--- config.mk ---
export PLATFORM = sky130hd
export DESIGN_NAME = mdu_seq
export DESIGN_NICKNAME = d
export VERILOG_FILES = /design/src/rtl/mdu_pkg.sv /design/src/rtl/mdu_div_step.sv /design/src/rtl/mdu_seq.sv
export SDC_FILE = /design/constraint.sdc
export NUM_CORES = 2
export LEC_CHECK = 0
export ABC_AREA = 1
export CORE_MARGIN = 1.5
export CORE_UTILIZATION = 40
export CTS_BUF_LIST = sky130_fd_sc_hd__clkbuf_4 sky130_fd_sc_hd__clkbuf_8
export CTS_CLUSTER_DIAMETER = 100
export DETAILED_ROUTE_END_ITERATION = 8
export PLACE_DENSITY_LB_ADDON = 0.2
export SETUP_SLACK_MARGIN = 0.15
export SLEW_MARGIN = 20
export SYNTH_ARGS = -nofsm -noshare
export SYNTH_HDL_FRONTEND = slang
export SYNTH_HIERARCHICAL = 1
export SYNTH_SLANG_ARGS = --single-unit
--- constraint.sdc ---
create_clock -name clk -period 13.4 [get_ports clk]
set_input_delay 3.35 -clock clk [delete_from_list [all_inputs] [get_ports clk]]
set_output_delay 3.35 -clock clk [all_outputs]
set_load 0.05 [all_outputs]
--- src/rtl/mdu_pkg.sv ---
// Shared definitions for the RV32M multiply/divide sequencer.
// The ALU_* opcodes mirror the execute stage's define.vh encodings.
// Optional build macro: MDU_FAST_SPECIAL_EN (resolves trivial divides at accept).
package mdu_pkg;

  localparam logic [5:0] ALU_ADD    = 6'd0;
  localparam logic [5:0] ALU_SUB    = 6'd1;
  localparam logic [5:0] ALU_XOR    = 6'd4;
  localparam logic [5:0] ALU_MUL    = 6'd20;
  localparam logic [5:0] ALU_MULH   = 6'd21;
  localparam logic [5:0] ALU_MULHSU = 6'd22;
  localparam logic [5:0] ALU_MULHU  = 6'd23;
  localparam logic [5:0] ALU_DIV    = 6'd24;
  localparam logic [5:0] ALU_DIVU   = 6'd25;
  localparam logic [5:0] ALU_REM    = 6'd26;
  localparam logic [5:0] ALU_REMU   = 6'd27;

  localparam logic [31:0] MINUS1  = 32'hFFFF_FFFF;
  localparam logic [31:0] MIN_INT = 32'h8000_0000;

  typedef enum logic [1:0] {IDLE, MUL, DIV, DONE} state_t;

  function automatic logic is_mul_op(input logic [5:0] code);
    return (code == ALU_MUL) || (code == ALU_MULH) ||
           (code == ALU_MULHSU) || (code == ALU_MULHU);
  endfunction

  function automatic logic is_div_op(input logic [5:0] code);
    return (code == ALU_DIV) || (code == ALU_DIVU) ||
           (code == ALU_REM) || (code == ALU_REMU);
  endfunction

  function automatic logic is_signed_div(input logic [5:0] code);
    return (code == ALU_DIV) || (code == ALU_REM);
  endfunction

  function automatic logic is_rem(input logic [5:0] code);
    return (code == ALU_REM) || (code == ALU_REMU);
  endfunction

endpackage

--- src/rtl/mdu_div_step.sv ---
// One restoring-division iteration: shift in a dividend bit, trial-subtract
// the divisor, keep the difference only if it did not go negative.
module mdu_div_step
  import mdu_pkg::*;
#(
  parameter int XLEN = 32
) (
  input  logic [XLEN-1:0] rem,
  input  logic            dvd_bit,
  input  logic [XLEN-1:0] divisor,
  output logic [XLEN-1:0] rem_next,
  output logic            q_bit
);

  logic [XLEN:0] shifted;
  logic [XLEN:0] trial;

  // Trial subtraction one bit wider than the operands; its MSB is the borrow.
  always_comb begin
    shifted  = {rem, dvd_bit};
    trial    = shifted - {1'b0, divisor};
    q_bit    = ~trial[XLEN];
    rem_next = q_bit ? trial[XLEN-1:0] : shifted[XLEN-1:0];
  end

endmodule

--- src/rtl/mdu_seq.sv ---
// Multi-cycle RV32M sequencer: 2-cycle multiply, 32-iteration restoring
// divide, single-cycle result pulse, busy while an operation is outstanding.
// Optional build macro: MDU_FAST_SPECIAL_EN -- divide-by-zero, signed
// overflow and |dividend| < |divisor| finish one cycle after accept.
module mdu_seq
  import mdu_pkg::*;
#(
  parameter int XLEN  = 32,
  parameter int CNT_W = 5
) (
  input  logic            clk,
  input  logic            rst,
  input  logic            req_valid,
  output logic            req_ready,
  input  logic [5:0]      alucode,
  input  logic [XLEN-1:0] op1,
  input  logic [XLEN-1:0] op2,
  input  logic            flush,
  output logic            resp_valid,
  output logic [XLEN-1:0] result,
  output logic            busy
);

  state_t state, state_next;

  logic [5:0]      op_reg;
  logic [XLEN-1:0] op1_reg;     // raw dividend, returned by REM/REMU on /0
  logic [XLEN-1:0] dvd_reg;     // dividend magnitude, shifts left into quotient
  logic [XLEN-1:0] dvs_reg;     // divisor magnitude
  logic [XLEN-1:0] rem_reg;     // partial remainder
  logic [CNT_W-1:0] cnt_reg;
  logic            neg_q_reg;
  logic            neg_r_reg;
  logic            dvs_zero_reg;
  logic            ovf_reg;
  logic [2*XLEN+1:0] prod_reg;
  logic [XLEN-1:0] result_reg;

  logic accept;
  logic sgn_div;
  logic [XLEN-1:0] dvd_mag, dvs_mag;
  logic div_zero, div_ovf;
  logic fast_special;
  logic [XLEN-1:0] fast_result;
  logic signed [XLEN:0]     a_ext, b_ext;
  logic signed [2*XLEN+1:0] prod_full;

  logic [XLEN-1:0] step_rem;
  logic            step_q;
  logic [XLEN-1:0] q_raw, q_fix, r_fix, div_final, mul_result;
  logic            last_iter;
  logic            unused_prod_top;

  assign accept    = req_valid & req_ready & ~flush;
  assign req_ready = (state == IDLE);
  assign busy      = (state != IDLE);
  assign resp_valid = (state == DONE) & ~flush;
  assign result    = result_reg;
  assign last_iter = (cnt_reg == CNT_W'(XLEN - 1));

  // Accept-time operand conditioning: magnitudes, special cases, product.
  always_comb begin
    sgn_div  = is_signed_div(alucode);
    dvd_mag  = (sgn_div && op1[XLEN-1]) ? -op1 : op1;
    dvs_mag  = (sgn_div && op2[XLEN-1]) ? -op2 : op2;
    div_zero = (op2 == '0);
    div_ovf  = sgn_div && (op1 == MIN_INT) && (op2 == MINUS1);
    a_ext    = {((alucode == ALU_MULH) || (alucode == ALU_MULHSU)) & op1[XLEN-1], op1};
    b_ext    = {(alucode == ALU_MULH) & op2[XLEN-1], op2};
    prod_full = (2*XLEN+2)'(a_ext) * (2*XLEN+2)'(b_ext);
  end

`ifdef MDU_FAST_SPECIAL_EN
  // Trivial divides resolved without iterating.
  always_comb begin
    fast_special = div_zero || div_ovf || (dvd_mag < dvs_mag);
    if (is_rem(alucode))
      fast_result = div_zero ? op1 : (div_ovf ? '0 : op1);
    else
      fast_result = div_zero ? MINUS1 : (div_ovf ? MIN_INT : '0);
  end
`else
  assign fast_special = 1'b0;
  assign fast_result  = '0;
`endif

  mdu_div_step #(.XLEN(XLEN)) u_div_step (
    .rem      (rem_reg),
    .dvd_bit  (dvd_reg[XLEN-1]),
    .divisor  (dvs_reg),
    .rem_next (step_rem),
    .q_bit    (step_q)
  );

  // Final sign fix-up, with the RISC-V defined results for /0 and overflow.
  always_comb begin
    q_raw = {dvd_reg[XLEN-2:0], step_q};
    q_fix = neg_q_reg ? -q_raw : q_raw;
    r_fix = neg_r_reg ? -step_rem : step_rem;
    if (dvs_zero_reg)
      div_final = is_rem(op_reg) ? op1_reg : MINUS1;
    else if (ovf_reg)
      div_final = is_rem(op_reg) ? '0 : MIN_INT;
    else
      div_final = is_rem(op_reg) ? r_fix : q_fix;
    mul_result = (op_reg == ALU_MUL) ? prod_reg[XLEN-1:0] : prod_reg[2*XLEN-1:XLEN];
  end

  // The top two product bits only exist to hold the signed-extension carry.
  assign unused_prod_top = ^prod_reg[2*XLEN+1:2*XLEN];

  // State register.
  always_ff @(posedge clk) begin
    if (rst) state <= IDLE;
    else     state <= state_next;
  end

  // Next-state logic; flush kills any in-flight operation.
  always_comb begin
    state_next = state;
    case (state)
      IDLE: begin
        if (accept) begin
          if (is_mul_op(alucode))      state_next = MUL;
          else if (is_div_op(alucode)) state_next = fast_special ? DONE : DIV;
          else                         state_next = DONE;
        end
      end
      MUL:  state_next = DONE;
      DIV:  if (last_iter) state_next = DONE;
      DONE: state_next = IDLE;
      default: state_next = IDLE;
    endcase
    if (flush && (state != IDLE)) state_next = IDLE;
  end

  // Datapath: latch on accept, iterate in DIV, load result on entry to DONE.
  always_ff @(posedge clk) begin
    if (rst) begin
      op_reg       <= '0;
      op1_reg      <= '0;
      dvd_reg      <= '0;
      dvs_reg      <= '0;
      rem_reg      <= '0;
      cnt_reg      <= '0;
      neg_q_reg    <= 1'b0;
      neg_r_reg    <= 1'b0;
      dvs_zero_reg <= 1'b0;
      ovf_reg      <= 1'b0;
      prod_reg     <= '0;
      result_reg   <= '0;
    end else begin
      case (state)
        IDLE: begin
          if (accept) begin
            op_reg       <= alucode;
            op1_reg      <= op1;
            dvd_reg      <= dvd_mag;
            dvs_reg      <= dvs_mag;
            rem_reg      <= '0;
            cnt_reg      <= '0;
            neg_q_reg    <= sgn_div & (op1[XLEN-1] ^ op2[XLEN-1]);
            neg_r_reg    <= sgn_div & op1[XLEN-1];
            dvs_zero_reg <= div_zero;
            ovf_reg      <= div_ovf;
            prod_reg     <= prod_full;
            if (!is_mul_op(alucode) && !is_div_op(alucode))
              result_reg <= '0;
            else if (is_div_op(alucode) && fast_special)
              result_reg <= fast_result;
          end
        end
        MUL: begin
          if (!flush) result_reg <= mul_result;
        end
        DIV: begin
          if (!flush) begin
            rem_reg <= step_rem;
            dvd_reg <= {dvd_reg[XLEN-2:0], step_q};
            cnt_reg <= cnt_reg + 1'b1;
            if (last_iter) result_reg <= div_final;
          end
        end
        default: ;
      endcase
    end
  end

endmodule

**Word-level counts from Yosys, hierarchy flattened**

Cells that the tools add are included.

- Add/sub/neg operators: 6
- $mul: 1
- Div/mod/pow operators: 0
- Order comparisons: 0
- Eq/ne operators: 22
- Shift-type cells: 0
- Multiplexer cells: 31
- Bitwise operators: 10
- Reductions and logical operators: 27

Operators by type and width:

| operator | count |
|---|---|
| 2-to-1 mux 32 bit | 20 |
| negation 32 bit | 4 |
| case mux 32 bit (2 select lines) | 2 |
| case mux 32 bit (3 select lines) | 1 |
| equality test 6 x 5 -> 1 bit, second input constant | 11 |
| equality test 32 bit, second input constant | 2 |
| multiplier 33 x 33 -> 64 bit | 1 |
| subtractor 33 x 32 -> 33 bit | 1 |
| logical NOT 32 bit | 1 |
| 2-to-1 mux 5 bit | 2 |
| case mux 5 bit (2 select lines) | 1 |
| logical OR 1 bit | 9 |
| case mux 2 bit (4 select lines) | 1 |
| AND 1 bit | 7 |
| logical AND 1 bit | 6 |
| 2-to-1 mux 2 bit | 3 |
| != test 2 bit, second input constant | 3 |
| AND reduction 6 bit | 1 |
| adder 5 x 1 -> 5 bit, second input constant | 1 |
| equality test 5 bit, second input constant | 1 |
| equality test 2 bit, second input constant | 2 |
| != test 2 x 1 -> 1 bit, second input constant | 2 |
| AND reduction 2 bit | 2 |
| nonzero test 2 bit | 2 |
| other kinds (9) | 11 |

- Register bits: 241
- Latch bits: 0
- RAM bits: 0
- Bits in read-only memories: 0
- Input bits: 74
- Output and inout port bits: 35
- Logic and storage cells: 110
- Memories kept: 0

**Longest topological paths before layout**

- Depth in word-level cells: 10
- Mapped depth: 36
- Gate-level depth less buffers: 34

**Modules after synthesis**

Netlist, hierarchy kept.

By module, submodules not included:

| module | times used | cells an instance | area each (um^2) | sequential area each (um^2) |
|---|---|---|---|---|
| mdu_seq | 1 | 7157 | 53556.4 | 4824.6 |
| mdu_div_step | 1 | 680 | 3150.5 | 0.0 |

**Worst setup path before layout**

OpenSTA, ideal clock, no wires.

- Kind: in2reg
- Start point: in alucode[5]
- End point: reg prod_reg[56]
- Library setup time: 0.113 ns
- Arrival: 10.728 ns
- Required time: 13.287 ns
- Setup slack: 2.559 ns
- Stages: 30
- Cells stage by stage: inv_1 nand2_1 nor2_2 nand3_2 buf_6 clkbuf_1 nor2_1 fa_1 inv_1 fa_1 fa_1 inv_1 fa_1 inv_1 fa_1 fa_1 fa_1 fa_1 inv_1 ha_1 nand2_1 nor2_1 inv_1 nor2_1 nand3_1 or2_1 nand4_1 nand2_1 o21ai_1 inv_1

- Cells in the longest elaborated chain, start to end: 4
- Elaborated cells on any way between the ends: 6
- Those cells by class: 1 x mul; 2 x eq/ne; 2 x bitwise; 1 x reduce/logical

Ends and longest elaborated chain:

| what | RTL line | text |
|---|---|---|
| start, declared | mdu_seq.sv:15 | `input logic [5:0] alucode,` |
| equality test 6 x 5 -> 1 bit, on equally long branches | mdu_seq.sv:68, mdu_seq.sv:69 |  |
| logical OR 1 bit | mdu_seq.sv:68 | `a_ext = {((alucode == ALU_MULH) \|\| (alucode == ALU_MULHSU)) & op1[XLEN-1], op1};` |
| AND 1 bit | mdu_seq.sv:68 |  |
| multiplier 33 x 33 -> 64 bit * | mdu_seq.sv:70 | `prod_full = (2*XLEN+2)'(a_ext) * (2*XLEN+2)'(b_ext);` |
| end signal, assigned | mdu_seq.sv:166 | `prod_reg <= prod_full;` |
| end, declared | mdu_seq.sv:36 | `logic [2*XLEN+1:0] prod_reg;` |

Every way passes the cells marked *; elsewhere a longest branch is shown, timed or not.
A chain may end at the register's enable or synchronous reset.

**Final worst setup path**

- Start point: in alucode[4]
- End point: reg prod_reg[56]

Same word-level chain as after synthesis.

==> results_dict.tcl <==
set metrics [dict create \
    die_y_um 379.5 \
    avgViaCountPerCell 5.205 \
    numCtsBuffers 46 \
    clk_pin_slew_ps 70 \
    synth.top_cell.area_share_pct 39.75 \
    critical_path_class "in -> reg" \
    synth_seq_cells 241 \
    pin_count 109 \
    drtIter0Drc 4388 \
    syn-cell-area_mm2 0.05671 \
    max_slew.worst_pin.slew_ps 1101 \
    drt-total-wl_um 208400 \
    max_cap_viol_count 0 \
    largest_reg_flops 64 \
    relSlewSlack_pct 26.62 \
    first_pass_iters 6 \
    synthXorXnorAreaFrac_pct 1.529 \
    area_growth_pct 5.763 \
    postCtsSetupBuffers 0 \
    place_congestion 1.046 \
    nFillCells 14700 \
    hold_violations 0 \
    reg2reg_depth 30 \
    slew_viol_final 0 \
    fmax_mhz 83.45 \
    cp-end-kind "register" \
    h-tree-depth 2 \
    grt.overflow.total 0 \
    period_share_pct 89.42 \
    root_buffer "clkbuf_8" \
    core_area_mm2 0.1400 \
    portBuffers 108 \
    cts.sinks 241 \
    arrival_ps 12520 \
    ant_nets 0 \
    synth_compound_area_share_pct 7.866 \
    grt_max_degree 177 \
    rsz0062_at_grt "no" \
    post_drt_wl_per_cell_um 21.71 \
    ys.flop_type "dfxtp_1" \
    cp_common_cell "fa_1" \
    cts_tree "done" \
    muxShareOfSynthArea_pct 0 \
    register_area_mm2 0.004825 \
    synth.distinct_cells 56 \
    final_common_cell "nand2_1" \
    finalSetupViolCount 0 \
    synthTopCellsByArea "fa_1 (40%), nand2_1 (13%), inv_1 (13%), dfxtp_1 (8.5%), ha_1 (5.7%)" \
    seq_area_frac_synth_pct 8.508 \
    fp-row-count 137 \
    clock_skew_ps 34.04 \
    antenna_found_initial 14 \
    yosysTopAreaCell "fa_1" \
    crit_fanout 10 \
    fp.dieW_um 379.5 \
    clk_latency_ps 660 \
    synth-simple-area-share_pct 20.74 \
    required_ps 13940 \
    totalNegativeSetupSlack_ps 0 \
    drive_above_1_share_pct 4.132 \
    cp_slowest_cell "fa_1" \
    first_global_vias 52310 \
    cts.repair.resized 0 \
    final_cell_mix "nand2_1 (2028), inv_1 (1950), fa_1 (1126), nor2_1 (498), a21oi_1 (350)" \
    grt_pass1_wl_um 322600 \
    worstSetupStartpointType "input port" \
    multi_input_area_mm2 0.04287 \
    synth_top_family_by_area "adder cells" \
    track_usage_pct 29.26 \
    ys_warn_count 6 \
    period_needed_ps 11980 \
    initial_core_util_pct 40.49 \
    status "complete, no violations" \
    dp_hpwl_um 168100 \
    synth_edf_count 0 \
    clockBufferDepth 3 \
    synthAdderAreaFrac_pct 45.44 \
    cts-hold-fix-buffers 0 \
    avgSynthCellArea_um2 7.236 \
    vias 49960 \
    nets 9149 \
    drc_errors 0 \
    syn-instance-count 7837 \
    ys_async_sr_fraction_pct 0 \
    synth.net_count 9295 \
    hold_depth 2 \
    hold_path.class "reg -> reg" \
    max_stage_delay_ps 910 \
    die_area_mm2 0.1440 \
]
==> stage by stage <==
step	util, %	cells	area, µm²	hold slack (ps)	setup WS [ps]
floorplan	-	7837	56710	442.2	2559
global placement	42.13	9519	59000	453.8	742.1
detailed placement	42.13	9519	59000	455.9	741.9
CTS	42.82	9597	59970	465.9	1402
global route	42.82	9598	59970	488.3	743.2
finish	42.83	9599	59980	461.9	1417
==> logic make-up (layout without fill, tap and decap cells) <==
group           after synthesis  after routing
flops                       241            241
simple gates               2926           2926
xor+xnor                     99             99
fa+ha+maj                  1384           1384
other cells                   0              2
buf+inv                    2371           2255
compound gates              816            816
==> final cells by class <==
class                   count  area share (%)
multi-input cells        5225           71.48
inverters                1970           12.33
flip-flops and latches    241           8.044
well taps                1876           3.914
repair buffers            207           2.599
clock buffers              66           1.410
clock inverters            12          0.2107
diodes                      2        0.008345
==> synthesized netlist by cell type (9+ instances only) <==
library cell,count
o21ai_1,22
xor2_1,78
nor2_1,498
nand3_1,218
a21o_1,16
dfxtp_1,241
buf_4,9
nor4_1,11
nand2_1,2029
nor3_1,49
nand4_1,44
nor2_2,11
buf_1,116
buf_2,34
nand3b_1,19
o211ai_1,28
ha_1,258
fa_1,1126
o31ai_1,12
o21bai_1,13
o21ai_0,310
xnor2_1,21
o221ai_1,15
a21oi_1,350
nand2_2,13
inv_1,1951
clkbuf_1,236
inv_2,18
==> metal layers <==
layer	share of wire, %	global-route usage [%]
met5	0.021	0
met4	4.2	10.41
met3	6.6	3.095
met2	46	48.14
met1	43	39.91
==> critical path: cells and delay by family <==
family	cells	cell delay, ps
simple gates	11	2030
buf+inv	8	1810
fa+ha+maj	9	5140
compound gates	1	150
==> path summary, 6_finish.rpt <==
check | startpoint | endpoint | slack [ps]
hold / removal | result[24]$_SDFFE_PP0P_ | result[24]$_SDFFE_PP0P_ | 460
hold reg to reg | result[24]$_SDFFE_PP0P_ | result[24]$_SDFFE_PP0P_ | 460
setup reg to reg | dvd_reg[31]$_SDFFE_PP0P_ | result[16]$_SDFFE_PP0P_ | 8210
setup / recovery | alucode[4] | prod_reg[56]$_SDFFE_PP0P_ | 1420
Power is not shown: default switching activity piles up to over one toggle a cycle in this logic, so the estimate is an artifact.
